--- config.mk ---
export PLATFORM = sky130hd
export DESIGN_NAME = tpu_seq_ctrl
export DESIGN_NICKNAME = d
export VERILOG_FILES = /design/src/rtl/tpu_pkg.sv /design/src/rtl/mod_counter.sv /design/src/rtl/tpu_seq_ctrl.sv
export SDC_FILE = /design/constraint.sdc
export NUM_CORES = 1
export LEC_CHECK = 0
export CORE_MARGIN = 2
export CORE_UTILIZATION = 42
export DETAILED_ROUTE_END_ITERATION = 10
export PLACE_DENSITY = 0.83
export SLEW_MARGIN = 20
export SYNTH_ARGS = -nofsm -noshare
export SYNTH_HDL_FRONTEND = slang
export SYNTH_SLANG_ARGS = --single-unit
--- constraint.sdc ---
create_clock -name clk -period 1.67 [get_ports clk]
set_clock_uncertainty 0.1 [all_clocks]
set_input_delay 0.2505 -clock clk [delete_from_list [all_inputs] [get_ports clk]]
set_output_delay 0.2505 -clock clk [all_outputs]
set_load 0.01 [all_outputs]
--- src/rtl/tpu_pkg.sv ---
// Shared types and size helpers for the systolic-array sequencer.
// Element/period counts are derived from the array dimension N.
package tpu_pkg;

  typedef enum logic [1:0] {
    ST_IDLE = 2'd0,
    ST_LOAD = 2'd1,
    ST_RUN  = 2'd2
  } seq_state_t;

  // Operand elements per matmul: A then B, each N*N.
  function automatic int unsigned elems_of(input int unsigned n);
    return 2 * n * n;
  endfunction

  function automatic int unsigned aw_of(input int unsigned n);
    return $clog2(2 * n * n);
  endfunction

  // First mmu_cycle at which the last result c[N-1][N-1] is valid.
  function automatic int unsigned res_off_of(input int unsigned n);
    return 3 * n - 2;
  endfunction

endpackage

--- src/rtl/mod_counter.sv ---
// Modulo-MOD counter with increment and synchronous clear; wraps explicitly
// at MOD-1 so MOD need not be a power of two.
module mod_counter #(
  parameter int unsigned MOD = 8,
  parameter int unsigned W   = $clog2(MOD)
) (
  input  logic         clk,
  input  logic         rst_n,
  input  logic         inc_i,
  input  logic         clr_i,
  output logic [W-1:0] count_o,
  output logic         wrap_o
);

  localparam logic [W-1:0] LAST = W'(MOD - 1);

  logic [W-1:0] count_q, count_d;

  // Flags the increment that takes the count from MOD-1 back to 0.
  assign wrap_o  = inc_i && (count_q == LAST);
  assign count_o = count_q;

  always_comb begin
    count_d = count_q;
    if (clr_i) begin
      count_d = '0;
    end else if (inc_i) begin
      count_d = (count_q == LAST) ? '0 : count_q + W'(1);
    end
  end

  always_ff @(posedge clk or negedge rst_n) begin
    if (!rst_n) count_q <= '0;
    else        count_q <= count_d;
  end

endmodule

--- src/rtl/tpu_seq_ctrl.sv ---
// Load/compute sequencer for an NxN systolic MMU with ping-pong operand banks:
// the next block loads into mem_bank_wr while the MMU reads mem_bank_rd.
module tpu_seq_ctrl
  import tpu_pkg::*;
#(
  parameter  int unsigned N     = 2,
  localparam int unsigned ELEMS = elems_of(N),
  localparam int unsigned P     = ELEMS,
  localparam int unsigned AW    = aw_of(N)
) (
  input  logic          clk,
  input  logic          rst,
  input  logic          load_en,
  input  logic          mode_cont,
  output logic          load_ready,
  output logic [AW-1:0] mem_addr,
  output logic          mem_bank_wr,
  output logic          mem_bank_rd,
  output logic          mmu_en,
  output logic [AW-1:0] mmu_cycle,
  output logic          res_valid,
  output logic          done,
  output logic          busy,
  output seq_state_t    dbg_state
);

  localparam logic [AW-1:0] RES_OFF = AW'(res_off_of(N));

  // Handshake: an element transfers on a rising edge where load_en and
  // load_ready are both 1; load_ready is a flop, so it never depends on load_en.
  seq_state_t    state_q, state_d;
  logic          full_q, full_d;
  logic          bank_wr_q, bank_wr_d, bank_rd_q, bank_rd_d;
  logic          load_ready_q, mmu_en_q, res_valid_q, done_q, busy_q;
  logic          accept, addr_wrap, addr_clr, cyc_inc, cyc_wrap, full_eff;
  logic [AW-1:0] addr_q, cyc_q, cyc_next;

  assign accept  = load_en && load_ready_q;
  assign cyc_inc = (state_q == ST_RUN);

  mod_counter #(.MOD(ELEMS), .W(AW)) u_addr (
    .clk     (clk),
    .rst_n   (rst),
    .inc_i   (accept),
    .clr_i   (addr_clr),
    .count_o (addr_q),
    .wrap_o  (addr_wrap)
  );

  mod_counter #(.MOD(P), .W(AW)) u_cyc (
    .clk     (clk),
    .rst_n   (rst),
    .inc_i   (cyc_inc),
    .clr_i   (1'b0),
    .count_o (cyc_q),
    .wrap_o  (cyc_wrap)
  );

  // mmu_cycle is only non-zero in RUN and leaves RUN only through the wrap.
  assign cyc_next = (cyc_inc && !cyc_wrap) ? cyc_q + AW'(1) : '0;

  always_comb begin
    state_d   = state_q;
    full_d    = full_q;
    bank_wr_d = bank_wr_q;
    bank_rd_d = bank_rd_q;
    addr_clr  = 1'b0;
    // The last element arriving on the wrap edge counts as a full next block.
    full_eff  = full_q || (accept && addr_wrap);
    case (state_q)
      ST_IDLE: begin
        if (accept) state_d = ST_LOAD;
      end
      ST_LOAD: begin
        if (accept && addr_wrap) begin
          state_d   = ST_RUN;
          bank_rd_d = bank_wr_q;
          bank_wr_d = ~bank_wr_q;
        end
      end
      ST_RUN: begin
        if (accept && addr_wrap) full_d = 1'b1;
        if (cyc_wrap) begin
          full_d = 1'b0;
          if (full_eff) begin
            bank_rd_d = bank_wr_q;
            bank_wr_d = ~bank_wr_q;
          end else if (mode_cont) begin
            state_d = ST_LOAD;
          end else begin
            state_d  = ST_IDLE;
            addr_clr = 1'b1;
          end
        end
      end
      default: state_d = ST_IDLE;
    endcase
  end

  always_ff @(posedge clk or negedge rst) begin
    if (!rst) begin
      state_q      <= ST_IDLE;
      full_q       <= 1'b0;
      bank_wr_q    <= 1'b0;
      bank_rd_q    <= 1'b0;
      load_ready_q <= 1'b0;
      mmu_en_q     <= 1'b0;
      res_valid_q  <= 1'b0;
      done_q       <= 1'b0;
      busy_q       <= 1'b0;
    end else begin
      state_q      <= state_d;
      full_q       <= full_d;
      bank_wr_q    <= bank_wr_d;
      bank_rd_q    <= bank_rd_d;
      load_ready_q <= (state_d != ST_RUN) || (mode_cont && !full_d);
      mmu_en_q     <= (state_d == ST_RUN);
      res_valid_q  <= (state_d == ST_RUN) && (cyc_next >= RES_OFF);
      done_q       <= (state_d == ST_RUN) && (cyc_next == RES_OFF);
      busy_q       <= (state_d != ST_IDLE);
    end
  end

  assign load_ready  = load_ready_q;
  assign mem_addr    = addr_q;
  assign mem_bank_wr = bank_wr_q;
  assign mem_bank_rd = bank_rd_q;
  assign mmu_en      = mmu_en_q;
  assign mmu_cycle   = cyc_q;
  assign res_valid   = res_valid_q;
  assign done        = done_q;
  assign busy        = busy_q;
  assign dbg_state   = state_q;

endmodule

# ---- Word level (Yosys, flattened, before mapping)
# Cells that the tools add are included.
dict set report totals {
  output_inout_bits 15
  ff_bits 16
  inputBits 4
}
dict set report classes {
  magnitude_cmp 1
  n_addsub 2
  eq_ne 10
  reduce_logical 17
  n_bitwise 1
  muxes 26
}
# op count
set op_table {}
lappend op_table {{3-bit two-way mux} 5}
lappend op_table {{1-bit two-way mux} 14}
lappend op_table {{3-bit equality test, second input constant} 3}
lappend op_table {{1-bit logical AND} 8}
lappend op_table {{2-bit two-way mux} 4}
lappend op_table {{3-bit by 1-bit adder with 3-bit output, second input constant} 2}
lappend op_table {{2-bit one-hot mux with 3 select lines} 1}
lappend op_table {{2-bit nonzero test} 3}
lappend op_table {{2-bit equality test, second input constant} 2}
lappend op_table {{2-bit by 1-bit inequality test with 1-bit output, second input constant} 2}
lappend op_table {{2-bit inequality test, second input constant} 2}
lappend op_table {{1-bit one-hot mux with 2 select lines} 2}
lappend op_table {{4-bit AND reduction} 1}
lappend op_table {{3-bit >= comparator, second input constant} 1}
lappend op_table {{2-bit by 1-bit equality test with 1-bit output, second input constant} 1}
lappend op_table {{1-bit logical NOT} 2}
lappend op_table {{2-bit logical NOT} 1}
lappend op_table {{1-bit logical OR} 2}
lappend op_table {{1-bit inverter} 1}

# ---- Logic depth before layout (Yosys ltp)
dict set report depth {
  word_depth 9
  ltp_mapped 5
}

# ---- Cells and area by module
# A second synthesis with hierarchy kept.
dict set report hier_totals {
  hier_cells 78
  area_unflattened_um2 843.3
}
# module cells_each instances seq_area_each_um2 area_per_inst_um2
set modules_own_cells {}
lappend modules_own_cells {tpu_seq_ctrl 52 1 250.2 528.0}
lappend modules_own_cells {mod_counter 13 2 75.1 157.7}

# ---- Worst setup path after synthesis
# Ideal clock, no wire load.
dict set report synth_path {
  kind {reg-to-reg}
  start {reg u_addr.count_q[0], in the netlist u_addr.count_o[0]}
  end {reg bank_rd_q, in the netlist mem_bank_rd}
  path_slack_ns -0.112
  setup_ns 0.125
  stages_incl_launch_ff 6
  synth_period_minus_slack_ns 1.782
  arrival_ns 1.557
  cell_sequence {dfrtp_1 > ha_1 > ha_1 > a31oi_4 > o22ai_2 > mux2_4}
}
dict set report synth_between {
  elab_chain_cells 6
}
# item line
set synth_rtl {}
lappend synth_rtl {{start: declaration} mod_counter.sv:17} ;# logic [W-1:0] count_q, count_d;
lappend synth_rtl {{start signal: assignment} mod_counter.sv:34} ;# else count_q <= count_d;
lappend synth_rtl {{3-bit equality test *} mod_counter.sv:20} ;# assign wrap_o = inc_i && (count_q == LAST);
lappend synth_rtl {{1-bit logical AND *} mod_counter.sv:20}
lappend synth_rtl {{1-bit logical AND *} {tpu_seq_ctrl.sv:69, tpu_seq_ctrl.sv:75}}
lappend synth_rtl {{1-bit logical OR} tpu_seq_ctrl.sv:69} ;# full_eff = full_q || (accept && addr_wrap);
lappend synth_rtl {{2-bit by 1-bit inequality test with 1-bit output (no line)} n/a}
lappend synth_rtl {{4-bit AND reduction (no line) *} n/a}
lappend synth_rtl {{end signal: assignment} tpu_seq_ctrl.sv:115} ;# bank_rd_q <= bank_rd_d;
lappend synth_rtl {{end: declaration} tpu_seq_ctrl.sv:33} ;# logic bank_wr_q, bank_wr_d, bank_rd_q, bank_rd_d;
# Every way passes the cells marked *; elsewhere a longest branch is shown, timed or not.
# A chain may end at the register's enable or synchronous reset.

# ---- Worst setup path in the final report
# Ends and elaborated chain as after synthesis.

==> results.md <==
- Critical path class: reg -> reg
- GRT Overall Usage: 17.2%
- CP startpoint kind: flop
- Fraction of layout cells with a size suffix above 1: 24.2%
- Num CTS Buffers: 3
- Via count: 648
- #FFs+latches synth: 16
- Global-route wire length before repair: 2660 um
- Max cap viols: 0
- PwrDens: 1240 mW/mm^2
- Placed cell area: 0.00106 mm^2
- I/O Pins: 19
- DR pass1 iterations: 4
- Fraction of registers with async set/reset: 100%
- CP max FO: 6
- Chip width: 47.6 um
- Post-synth EDFFs: 0
- Post-Layout Cell Count: 124
- CP Capture Type: flop
- Vias per Instance: 5.23
- Cts hold-fix bufs: 0
- Longest Clk Path Bufs: 2
- Hold Path Class: in -> async
- GRT overflow: 0
- TritonCTS clock tree: done
- Die extent in y: 47.6 um
- Max frequency: 0.610 GHz
- Syn Std Cell Area: 797 um^2
- LEAKAGE: 0.549 nW
- Post-route DRC: 0
- Setup Viol. Count Final: 0
- Final setup margin: 0.0308 ns
- H-Tree Level Count: 1
- Gpl congestion: 0.828
- Inst Count DP: 120
- Final hold viol count: 0
- Core area: 0.00176 mm^2
- Final core utilization: 62.9%
- Largest net degree at the start of global routing: 17
- Top_reg_cell synth: dfrtp_1
- Worst slew margin: 79.9%
- Final WL: 1690 um
- Worst skew pair latency: 0.28 ns
- ANT nets after route: 0
- Row count: 15
- Vias in the first global route: 643
- Dpl ws: -0.167 ns
- Reg2reg path depth: 5
- Crit path time final: 1.64 ns
- Status: finished clean
- Largest area contributor in the netlist: dfrtp_1
- Slew Viols, Final: 0
- Syn Inst Count: 71
- DIE AREA: 0.00226 mm^2
- Sequential-to-total area share from yosys stat: 50.2%
- Area growth, synth to finish: 39.2%
- Placed wire-length estimate: 1230 um
- Yosys cell types: 31
- IO Port Bufs: 18
- Drt wl/cell: 13.6 um
- CP arrival: 1.71 ns
- Design area: 0.00111 mm^2
- Synth warn: 0
- Final Cycle Share: 98.2%
- Unrepaired setup endpoints after global routing: true
- Initial antenna violation count: 0
- Ant. Diodes: 0
- Worst Path Required: 1.74 ns
- Worst vdd ir: 0.647 mV
- Reg clk slew, reported paths: 0.09 ns
- Main area contributors after synthesis: dfrtp_1, ha_1, nand2_1
- Clk root buf: clkbuf_4
- Syn avg cell area: 11.2 um^2
- Mapped Nets: 79
- Top cell type's share of synthesized area: 50.2%
- Nets: 109
- Starting Density: 45.2%
- Worst Tran Pin Value: 0.300 ns
- Clk sinks: 16
- DR iter-0 viols: 9
worst paths after layout:
path | from | endpoint | slack (ns)
max in group asynchronous | rst | load_ready | 1.07
hold / removal | rst | mem_bank_rd | 0.20
min in group clk | mem_bank_wr | mem_bank_wr | 0.40
hold reg to reg | mem_bank_wr | mem_bank_wr | 0.40
setup reg to reg | u_addr.count_o[0] | mem_bank_rd | 0.03
setup / recovery | u_addr.count_o[0] | mem_bank_rd | 0.03
what timing repair did:
action                                  CTS  global route
endpoints found under the setup margin    3            11
gates resized for setup                   3             5
setup buffers                             0             1
pin swaps                                 0             1
cells by family after synthesis:
logic type      share of synthesized area (%)
simple gates                             22.3
flops                                    50.2
mux                                      3.14
buf+inv                                  3.92
fa+ha+maj                                6.28
compound gates                           13.0
xor+xnor                                 1.10
registers in the layout (all words and copies together) (netlist names):
signal and flops:
done 1, dbg_state 2, res_valid 1, busy 1, u_cyc.count_o 3, mem_bank_wr 1, full_q 1, mem_bank_rd 1
u_addr.count_o 3, load_ready 1, mmu_en 1
routing by layer:
metal / vias up / share of wire, % / track usage (%)
li1: 313 / - / -
met1: 324 / 43 / 19.3
met2: 11 / 53 / 29.5
met3: 0 / 3.4 / 4.15
met4: 0 / 0 / 10.3
met5: - / 0 / 0
cells in the final DEF, fill, tap and decap left out, types with 2 or more instances in the layout:
cell	n
dfrtp_1	14
nand3b_1	3
dlymetal6s2s_1	4
or2_1	2
ha_1	2
clkdlybuf4s50_1	13
dfrtp_2	2
a21oi_1	6
nand2_1	10
clkbuf_4	3
nand3_1	2
nor2_1	4
buf_4	10
worst max-delay path: stages (launching register included):
cell and delay (ns):
dfrtp_1 0.39, ha_2 0.20, ha_4 0.18, a31oi_4 0.23
o22ai_2 0.13, mux2_4 0.30
through the flow:
stage | setup TNS (ns) | power (mW) | hold WS, ns
3_3_place_gp | -0.281 | 1.19 | 0.388
3_5_place_dp | -0.656 | 1.21 | 0.396
2_1_floorplan | 0 | 0.872 | -0.145
5_1_grt | -0.0818 | 1.51 | 0.198
4_1_cts | -0.00749 | 1.41 | 0.202
6_report | 0 | 1.38 | 0.200
final cells by class:
class | instances | area [um^2]
clock buffer | 3 | 22.5
fill | 165 | 654
inverter | 1 | 3.75
multi-input combinational | 51 | 385
sequential | 16 | 403
tap | 25 | 31.3
timing repair buffer | 28 | 264
power breakdown:
part	leakage (nW)	internal, mW	switching, mW	total, mW
Combinational	0.337	0.367	0.245	0.612
Clock	0.0138	0.0835	0.108	0.191
Sequential	0.198	0.491	0.0852	0.576
Total	0.549	0.941	0.438	1.38
Yosys cell counts (all sizes together), types with 2 or more instances:
| cell type | n |
|---|---|
| nand3 | 2 |
| nand4 | 2 |
| ha | 4 |
| nand2 | 10 |
| nand3b | 3 |
| and3 | 2 |
| dfrtp | 16 |
| a21oi | 6 |
| nor2 | 4 |
| or2 | 2 |
| buf | 3 |
No activity file was read; power rests on OpenSTA's default activity.
